==> config.mk <==
export PLATFORM = sky130hd
export DESIGN_NAME = scoreboard
export DESIGN_NICKNAME = d
export VERILOG_FILES = /design/src/rtl/scoreboard.sv
export SDC_FILE = /design/constraint.sdc
export NUM_CORES = 2
export LEC_CHECK = 0
export ABC_AREA = 0
export BUFFER_PORTS_ARGS = -buffer_cell sky130_fd_sc_hd__buf_4
export CORE_MARGIN = 2
export CORE_UTILIZATION = 25
export CTS_CLUSTER_SIZE = 30
export DETAILED_ROUTE_END_ITERATION = 12
export SYNTH_ARGS = -nofsm -noshare
export SYNTH_HDL_FRONTEND = slang
export SYNTH_SLANG_ARGS = --single-unit
==> constraint.sdc <==
create_clock -name clk_i -period 27.8 [get_ports clk_i]
set_input_delay 1.39 -clock clk_i [delete_from_list [all_inputs] [get_ports clk_i]]
set_output_delay 1.39 -clock clk_i [all_outputs]
set_load 0.03 [all_outputs]
==> src/rtl/scoreboard.sv <==
// rtl/scoreboard.sv - in-order issue/commit scoreboard with out-of-order writeback
package scoreboard_pkg;
  localparam int NR_SB_ENTRIES = 4;
  localparam int NR_WB_PORTS   = 4;
  localparam int TRANS_ID_BITS = $clog2(NR_SB_ENTRIES);
  localparam logic [63:0] ILLEGAL_INSTR = 64'd2;

  typedef struct packed {
    logic [63:0] cause;
    logic [63:0] tval;
    logic        valid;
  } exception_t;

  typedef struct packed {
    logic [63:0]              pc;
    logic [TRANS_ID_BITS-1:0] trans_id;
    logic [3:0]               fu;
    logic [7:0]               op;
    logic [4:0]               rs1;
    logic [4:0]               rs2;
    logic [4:0]               rd;
    logic [63:0]              result;
    logic                     valid;
    logic                     use_imm;
    exception_t               ex;
  } scoreboard_entry_t;
endpackage

module scoreboard
  import scoreboard_pkg::*;
#(
  parameter int NR_ENTRIES = NR_SB_ENTRIES,
  parameter int NR_WB      = NR_WB_PORTS,
  localparam int TW        = $clog2(NR_ENTRIES),
  localparam int WW        = (NR_WB > 1) ? $clog2(NR_WB) : 1
) (
  input  logic                          clk_i,
  input  logic                          rst_i,
  input  logic                          flush_i,
  output logic                          full_o,
  input  scoreboard_entry_t             decoded_instr_i,
  input  logic                          decoded_valid_i,
  output logic                          decoded_ack_o,
  output logic [TW-1:0]                 issued_trans_id_o,
  output logic [31:0]                   rd_clobber_o,
  input  logic [NR_WB-1:0][TW-1:0]      wb_trans_id_i,
  input  logic [NR_WB-1:0][63:0]        wb_data_i,
  input  exception_t [NR_WB-1:0]        wb_ex_i,
  input  logic [NR_WB-1:0]              wb_valid_i,
  output scoreboard_entry_t             commit_instr_o,
  output logic                          commit_valid_o,
  input  logic                          commit_ack_i
);

  scoreboard_entry_t mem [NR_ENTRIES];
  logic [TW-1:0]     issue_ptr, commit_ptr;
  logic [TW:0]       count;

  logic [NR_ENTRIES-1:0] in_flight;
  logic [NR_ENTRIES-1:0] wb_hit;
  logic [WW-1:0]         wb_sel [NR_ENTRIES];
  logic                  issue_fire, commit_fire;
  scoreboard_entry_t     issue_entry;

  assign full_o            = (count == (TW+1)'(NR_ENTRIES));
  assign decoded_ack_o     = decoded_valid_i & ~full_o & ~flush_i;
  assign issued_trans_id_o = issue_ptr;
  assign commit_instr_o    = mem[commit_ptr];
  assign commit_valid_o    = (count != '0) & mem[commit_ptr].valid;
  assign issue_fire        = decoded_ack_o;
  assign commit_fire       = commit_ack_i & commit_valid_o;

  // An entry is in flight when its distance from the commit pointer is below count.
  always_comb begin
    in_flight = '0;
    for (int i = 0; i < NR_ENTRIES; i++)
      in_flight[i] = ({1'b0, TW'(TW'(i) - commit_ptr)} < count);
  end

  // Scan ports high to low so the lowest-numbered port is the final selection.
  always_comb begin
    wb_hit = '0;
    for (int i = 0; i < NR_ENTRIES; i++) begin
      wb_sel[i] = '0;
      for (int p = NR_WB-1; p >= 0; p--) begin
        if (wb_valid_i[p] && (wb_trans_id_i[p] == TW'(i))) begin
          wb_hit[i] = 1'b1;
          wb_sel[i] = WW'(p);
        end
      end
      if (!in_flight[i] || (commit_fire && (TW'(i) == commit_ptr)))
        wb_hit[i] = 1'b0;
    end
  end

  always_comb begin
    issue_entry          = decoded_instr_i;
    issue_entry.trans_id = TRANS_ID_BITS'(issue_ptr);
    issue_entry.valid    = decoded_instr_i.ex.valid;
  end

  always_comb begin
    rd_clobber_o = '0;
    for (int i = 0; i < NR_ENTRIES; i++)
      if (in_flight[i]) rd_clobber_o[mem[i].rd] = 1'b1;
    rd_clobber_o[0] = 1'b0;
  end

  always_ff @(posedge clk_i) begin
    if (rst_i) begin
      issue_ptr  <= '0;
      commit_ptr <= '0;
      count      <= '0;
      for (int i = 0; i < NR_ENTRIES; i++) mem[i] <= '0;
    end else if (flush_i) begin
      issue_ptr  <= '0;
      commit_ptr <= '0;
      count      <= '0;
      for (int i = 0; i < NR_ENTRIES; i++) mem[i].valid <= 1'b0;
    end else begin
      for (int i = 0; i < NR_ENTRIES; i++) begin
        if (wb_hit[i]) begin
          mem[i].result <= wb_data_i[wb_sel[i]];
          mem[i].valid  <= 1'b1;
          if (wb_ex_i[wb_sel[i]].valid) mem[i].ex <= wb_ex_i[wb_sel[i]];
        end
      end
      if (commit_fire) begin
        mem[commit_ptr].valid <= 1'b0;
        commit_ptr            <= commit_ptr + 1'b1;
      end
      if (issue_fire) begin
        mem[issue_ptr] <= issue_entry;
        issue_ptr      <= issue_ptr + 1'b1;
      end
      count <= count + {{TW{1'b0}}, issue_fire} - {{TW{1'b0}}, commit_fire};
    end
  end

endmodule

Word level (Yosys, flattened, before mapping)

Memories as Yosys holds them, arrays and structs flattened. A register that Yosys moved wholly into a read port is not among the register bits.
Cells that the tools add are included.

Bits in registers: 7
Bits in writable memories: 1152
Input port bits: 1077
Output and inout port bits: 325
Word-level logic and storage cells: 239
Memories: 1

Memories:

| name | words | width | read ports | clocked after memory_dff | wr ports | line | text |
|---|---|---|---|---|---|---|---|
| mem  | 4     | 288   | 5          | 1                        | 6        | 55   | `scoreboard_entry_t mem [NR_ENTRIES];` |

Add/sub/neg operators: 8
$lt $le $gt $ge: 16
Equal/unequal tests: 16
Muxes and demuxes: 131
Bitwise operators: 25
Reductions and logical operators: 39

Operator list:

| operator              | count |
|---|---|
| $bmux W129 S2         | 4 |
| $mux W129             | 8 |
| $bmux W64 S2          | 4 |
| $mux W64              | 8 |
| $mux W32              | 4 |
| $or A32 B32 Y32       | 3 |
| $mux W1               | 81 |
| $mux W2               | 18 |
| $logic_and A1 B1 Y1   | 24 |
| $lt A5 B6 Y1 const B  | 4 |
| $demux W1 S5          | 4 |
| $ge A5 B1 Y1 const B  | 4 |
| $eq A2 B2 Y1 const B  | 8 |
| $or A1 B1 Y1          | 16 |
| $lt A2 B3 Y1          | 4 |
| $lt A2 B3 Y1 const B  | 4 |
| $logic_not A2 Y1      | 5 |
| $eq A2 B1 Y1 const B  | 4 |
| $add A2 B1 Y2 const B | 2 |
| $and A1 B1 Y1         | 4 |
| $eq A2 B2 Y1 const A  | 2 |
| $logic_not A1 Y1      | 4 |
| $logic_or A1 B1 Y1    | 4 |
| $sub A1 B2 Y2 const A | 2 |
| 8 further kinds       | 10 |

Logic depth before layout (Yosys ltp)

Word-level depth: 14
Mapped depth: 12
Depth with buffers taken out: 10

Least setup slack after synthesis

OpenSTA, ideal clock, no wires.

Kind: input to register
From: in wb_valid_i[2]
To: mem mem[1][0] (netlist name), enable pin
Setup time: 0.795 ns
Data arrival time: 11.626 ns
Data required time: 27.005 ns
Slack: 15.379 ns
Cell stages on the path: 6
Path buffers: 1
Cell sequence: and3b_1 nand2b_1 a21oi_1 clkbuf_1 mux2_2 o21ai_0

RTL lines:

| item               | line | text |
|---|---|---|
| start: declaration | 49   | `input logic [NR_WB-1:0] wb_valid_i,` |
| end: declaration   | 55   |  |

==> flow_summary.yaml <==
sta:
  rsz0062_at_grt: "no"
  fmaxAchievable_ghz: 0.140
  hold_viol: 0
  fin_worst_skew_ns: 0.0515
  post-route-period-util: 0.257
  setup_tns_ns: 0
  finalSetupViolations: 0
  finalCriticalPeriod_ns: 7.14
  tightest_slew_ns: 1.69
  slew_headroom: -0.125
  slew_viol_final: 57
routing:
  drc: 0
  vias: 65109
  drt_iter0_markers: 7924
  ant_nets: 0
  wl_per_cell_um: 33.2
  drt-total-wl_um: 378000
  drtPass1Iterations: 6
  vias_per_cell: 5.72
worst_setup_path:
  critical_path_class: "reg -> reg"
  r2r-start: "commit_ptr[0]"
  path_delay_family: "buffers and inverters"
  r2r_cells: 14
  worst_ep_arrival_time_ns: 7.65
  path_buf_inv: 7
  end_kind: "flip-flop"
  r2r_setup_slack_ns: 20.66
  cp-startpoint: "commit_ptr[0]"
  crit_chain: "inv_1, ha_1, inv_1, ha_1, nand2b_1, o22ai_1, a2111oi_4, a311oi_4, buf_4, buf_4, buf_4, buf_4, buf_4, o41ai_1"
  timing.rr.end: "mem[0][24]"
  cp_max_fo: 66
  worst_setup_path_start_kind: "flip-flop"
  crit_end: "mem[0][24]"
  cp.required_ns: 28.31
  cp_slowest_cell: "buf_4"
  cp_slowest_stage_delay_ns: 0.85
  cp_common_cell: "buf_4"
  cp.depth: 14
global_routing:
  grt_max_degree: 149
  antenna_found_initial: 220
  gr-total-overflow: 0
  grt_first_pass_wirelength_um: 518000
  track_usage: 0.230
  grt_pass1_vias: 62880
placed_design:
  place_area_sq_mm: 0.0918
  hpwlAfterDp_um: 258000
  place_inst: 10981
  place_congestion: 0.920
  port_buffers: 1397
worst_hold_path:
  hold_class: "reg -> reg"
  min-delay-start: "issued_trans_id_o[1]"
  holdPathStages: 2
layout:
  postLayoutCellArea_sq_mm: 0.0969
  layout.cells.non_filler: 11392
  layout.nets: 8108
  syn_to_final_growth_pct: 25.2
  drive_above_1_share: 0.382
floorplanning:
  dieArea_sq_mm: 0.314
  die_y_um: 560
  die_w_um: 560
  core.rowCount: 204
  start_util: 0.251
  core_sq_mm: 0.308
  ioPinCount: 1402
synthesis:
  synth_fp_nets: 7072
  synth.avg_cell_area_sq_um: 12.9
  synth_cells: 5980
  synth_top_area_frac: 0.447
  synth_ff_type: "edfxtp_1"
  yosysWarnings: 0
  synth_top_area_cell: "edfxtp_1"
  async_flop_share: 0
  syn_area_sq_mm: 0.0774
  synth_area_leaders: "edfxtp_1 45%, mux4_2 18%, mux2i_1 6.7%"
  synth_cell_types: 61
  ys_ff_latch: 1161
  synth_edf_count: 1151
  synth_seq_area_share: 0.449
cts:
  clockRootBuffer: "clkbuf_16"
  ctsHtreeMaxLevel: 4
  cts_resized: 0
  ctsHoldBuffers: 0
  clock_latency_ns: 0.81
  clockBufferDepth: 4
  cts_sinks: 1161
  clkTransAtPathRegs_ns: 0.06
  cts_tree: "done"
  post_cts_buffers: 0
  cts_buffers: 153
power_and_ir_drop:
  ir_drop_mv: 0.0385
  p_total_mw: 4.98
  leakagePower_nw: 37.3
  p_sw_frac: 0.282
  p_seq_frac: 0.413
  p_clk_frac: 0.387
  comb_power_share: 0.200
  power.internal_mw: 3.58
  power.density_mw_per_mm2: 51.4
  p_sw_mw: 1.41
run_status:
  violations: "max-slew violations"
  status: "finished, violations left"
flow_run:
  drv_cap: 0
flip-flops by register name, indices dropped and copies added (netlist names), named ones only:
name and cells:
mem 1152, commit_ptr 2, issued_trans_id_o 2, count 3
layer usage:
metal	routed length [um]	global-route usage	up-vias
met2	175000	0.365	4477
met3	44000	0.0773	923
met5	627	0	-
met1	136000	0.273	33187
met4	21400	0.126	74
li1	-	-	26448
cell usage in the layout (no fill, tap or decap), types with 35 or more instances in the layout:
cell,n
clkbuf_16,154
nand3_1,145
a32o_1,64
clkbuf_1,35
o41ai_2,82
a22o_1,321
a211oi_1,257
mux2i_1,515
nor2_1,54
o211ai_1,35
edfxtp_1,1151
mux2_2,257
buf_4,1516
and2_1,376
nand2_1,686
o41ai_1,46
o31ai_1,259
diode_2,147
and3_1,264
mux4_2,608
cell families after synthesis:
family | Yosys count | synth area share
simple gates | 1621 | 0.106
mux | 1380 | 0.281
flops | 1161 | 0.449
compound gates | 1137 | 0.127
buf+inv | 661 | 0.0343
fa+ha+maj | 15 | 0.00252
xor+xnor | 4 | 0.000453
other cells | 1 | 0.0000485
how the worst min path moves through the flow:
stage                                 to
floorplan                    mem[2][130]
global placement    issued_trans_id_o[1]
detailed placement  issued_trans_id_o[1]
CTS                 issued_trans_id_o[1]
global route        issued_trans_id_o[0]
finish              issued_trans_id_o[1]
stage by stage:
step / hold WS [ns] / worst slack, ns / utilization
6_report: 0.628 / 20.66 / 0.314
5_1_grt: 0.675 / 20.44 / 0.314
4_1_cts: 0.631 / 20.77 / 0.313
3_5_place_dp: 0.614 / 20.26 / 0.298
3_3_place_gp: 0.611 / 20.33 / 0.298
2_1_floorplan: 0.592 / 15.38 / -
cell type report:
class | instances | area (sq um)
diodes | 147 | 368
clock buffers | 189 | 3990
clock inverters | 75 | 744
fillers | 30875 | 211000
inverters | 18 | 72.6
multi-input cells | 4158 | 40200
flip-flops and latches | 1161 | 34800
well taps | 4120 | 5150
repair buffers | 1524 | 11500
power by group through the flow:
stage               Sequential (mW)  Combinational, mW  Clock, mW
detailed placement             2.10              0.984          0
global placement               2.09              0.965          0
global route                   2.07               1.04       2.02
CTS                            2.06              0.987       1.97
finish                         2.06              0.996       1.93
floorplan                      2.09              0.552          0
synth_stat cells (8+ instances only):
| cell type | instances |
|---|---|
| or3b_2 | 9 |
| and3_1 | 268 |
| mux2_2 | 257 |
| buf_2 | 89 |
| mux2i_1 | 515 |
| clkbuf_1 | 462 |
| a32o_1 | 64 |
| o31ai_1 | 259 |
| nand3_1 | 146 |
| o41ai_2 | 82 |
| dfxtp_1 | 10 |
| a21oi_1 | 34 |
| a22o_1 | 321 |
| mux4_2 | 608 |
| buf_4 | 13 |
| o21ai_0 | 8 |
| edfxtp_1 | 1151 |
| and2_1 | 377 |
| nand2_1 | 691 |
| nor2_1 | 56 |
| nand2b_1 | 8 |
| nand3b_1 | 11 |
| a211oi_1 | 260 |
| o211ai_1 | 35 |
| buf_1 | 77 |
| and3b_1 | 13 |
| nor3b_1 | 12 |
| inv_1 | 18 |
| ha_1 | 14 |
| o41ai_1 | 46 |
worst register-to-register path, delay by kind of cell, from the launching register on:
kind	cells	cell delay (ns)
buffers and inverters	7	4.28
AOI/OAI and AO/OA	4	1.42
adders and majority gates	2	0.63
DFF	1	0.47
and+or+nand+nor	1	0.05
No activity file was read; power rests on OpenSTA's default activity.
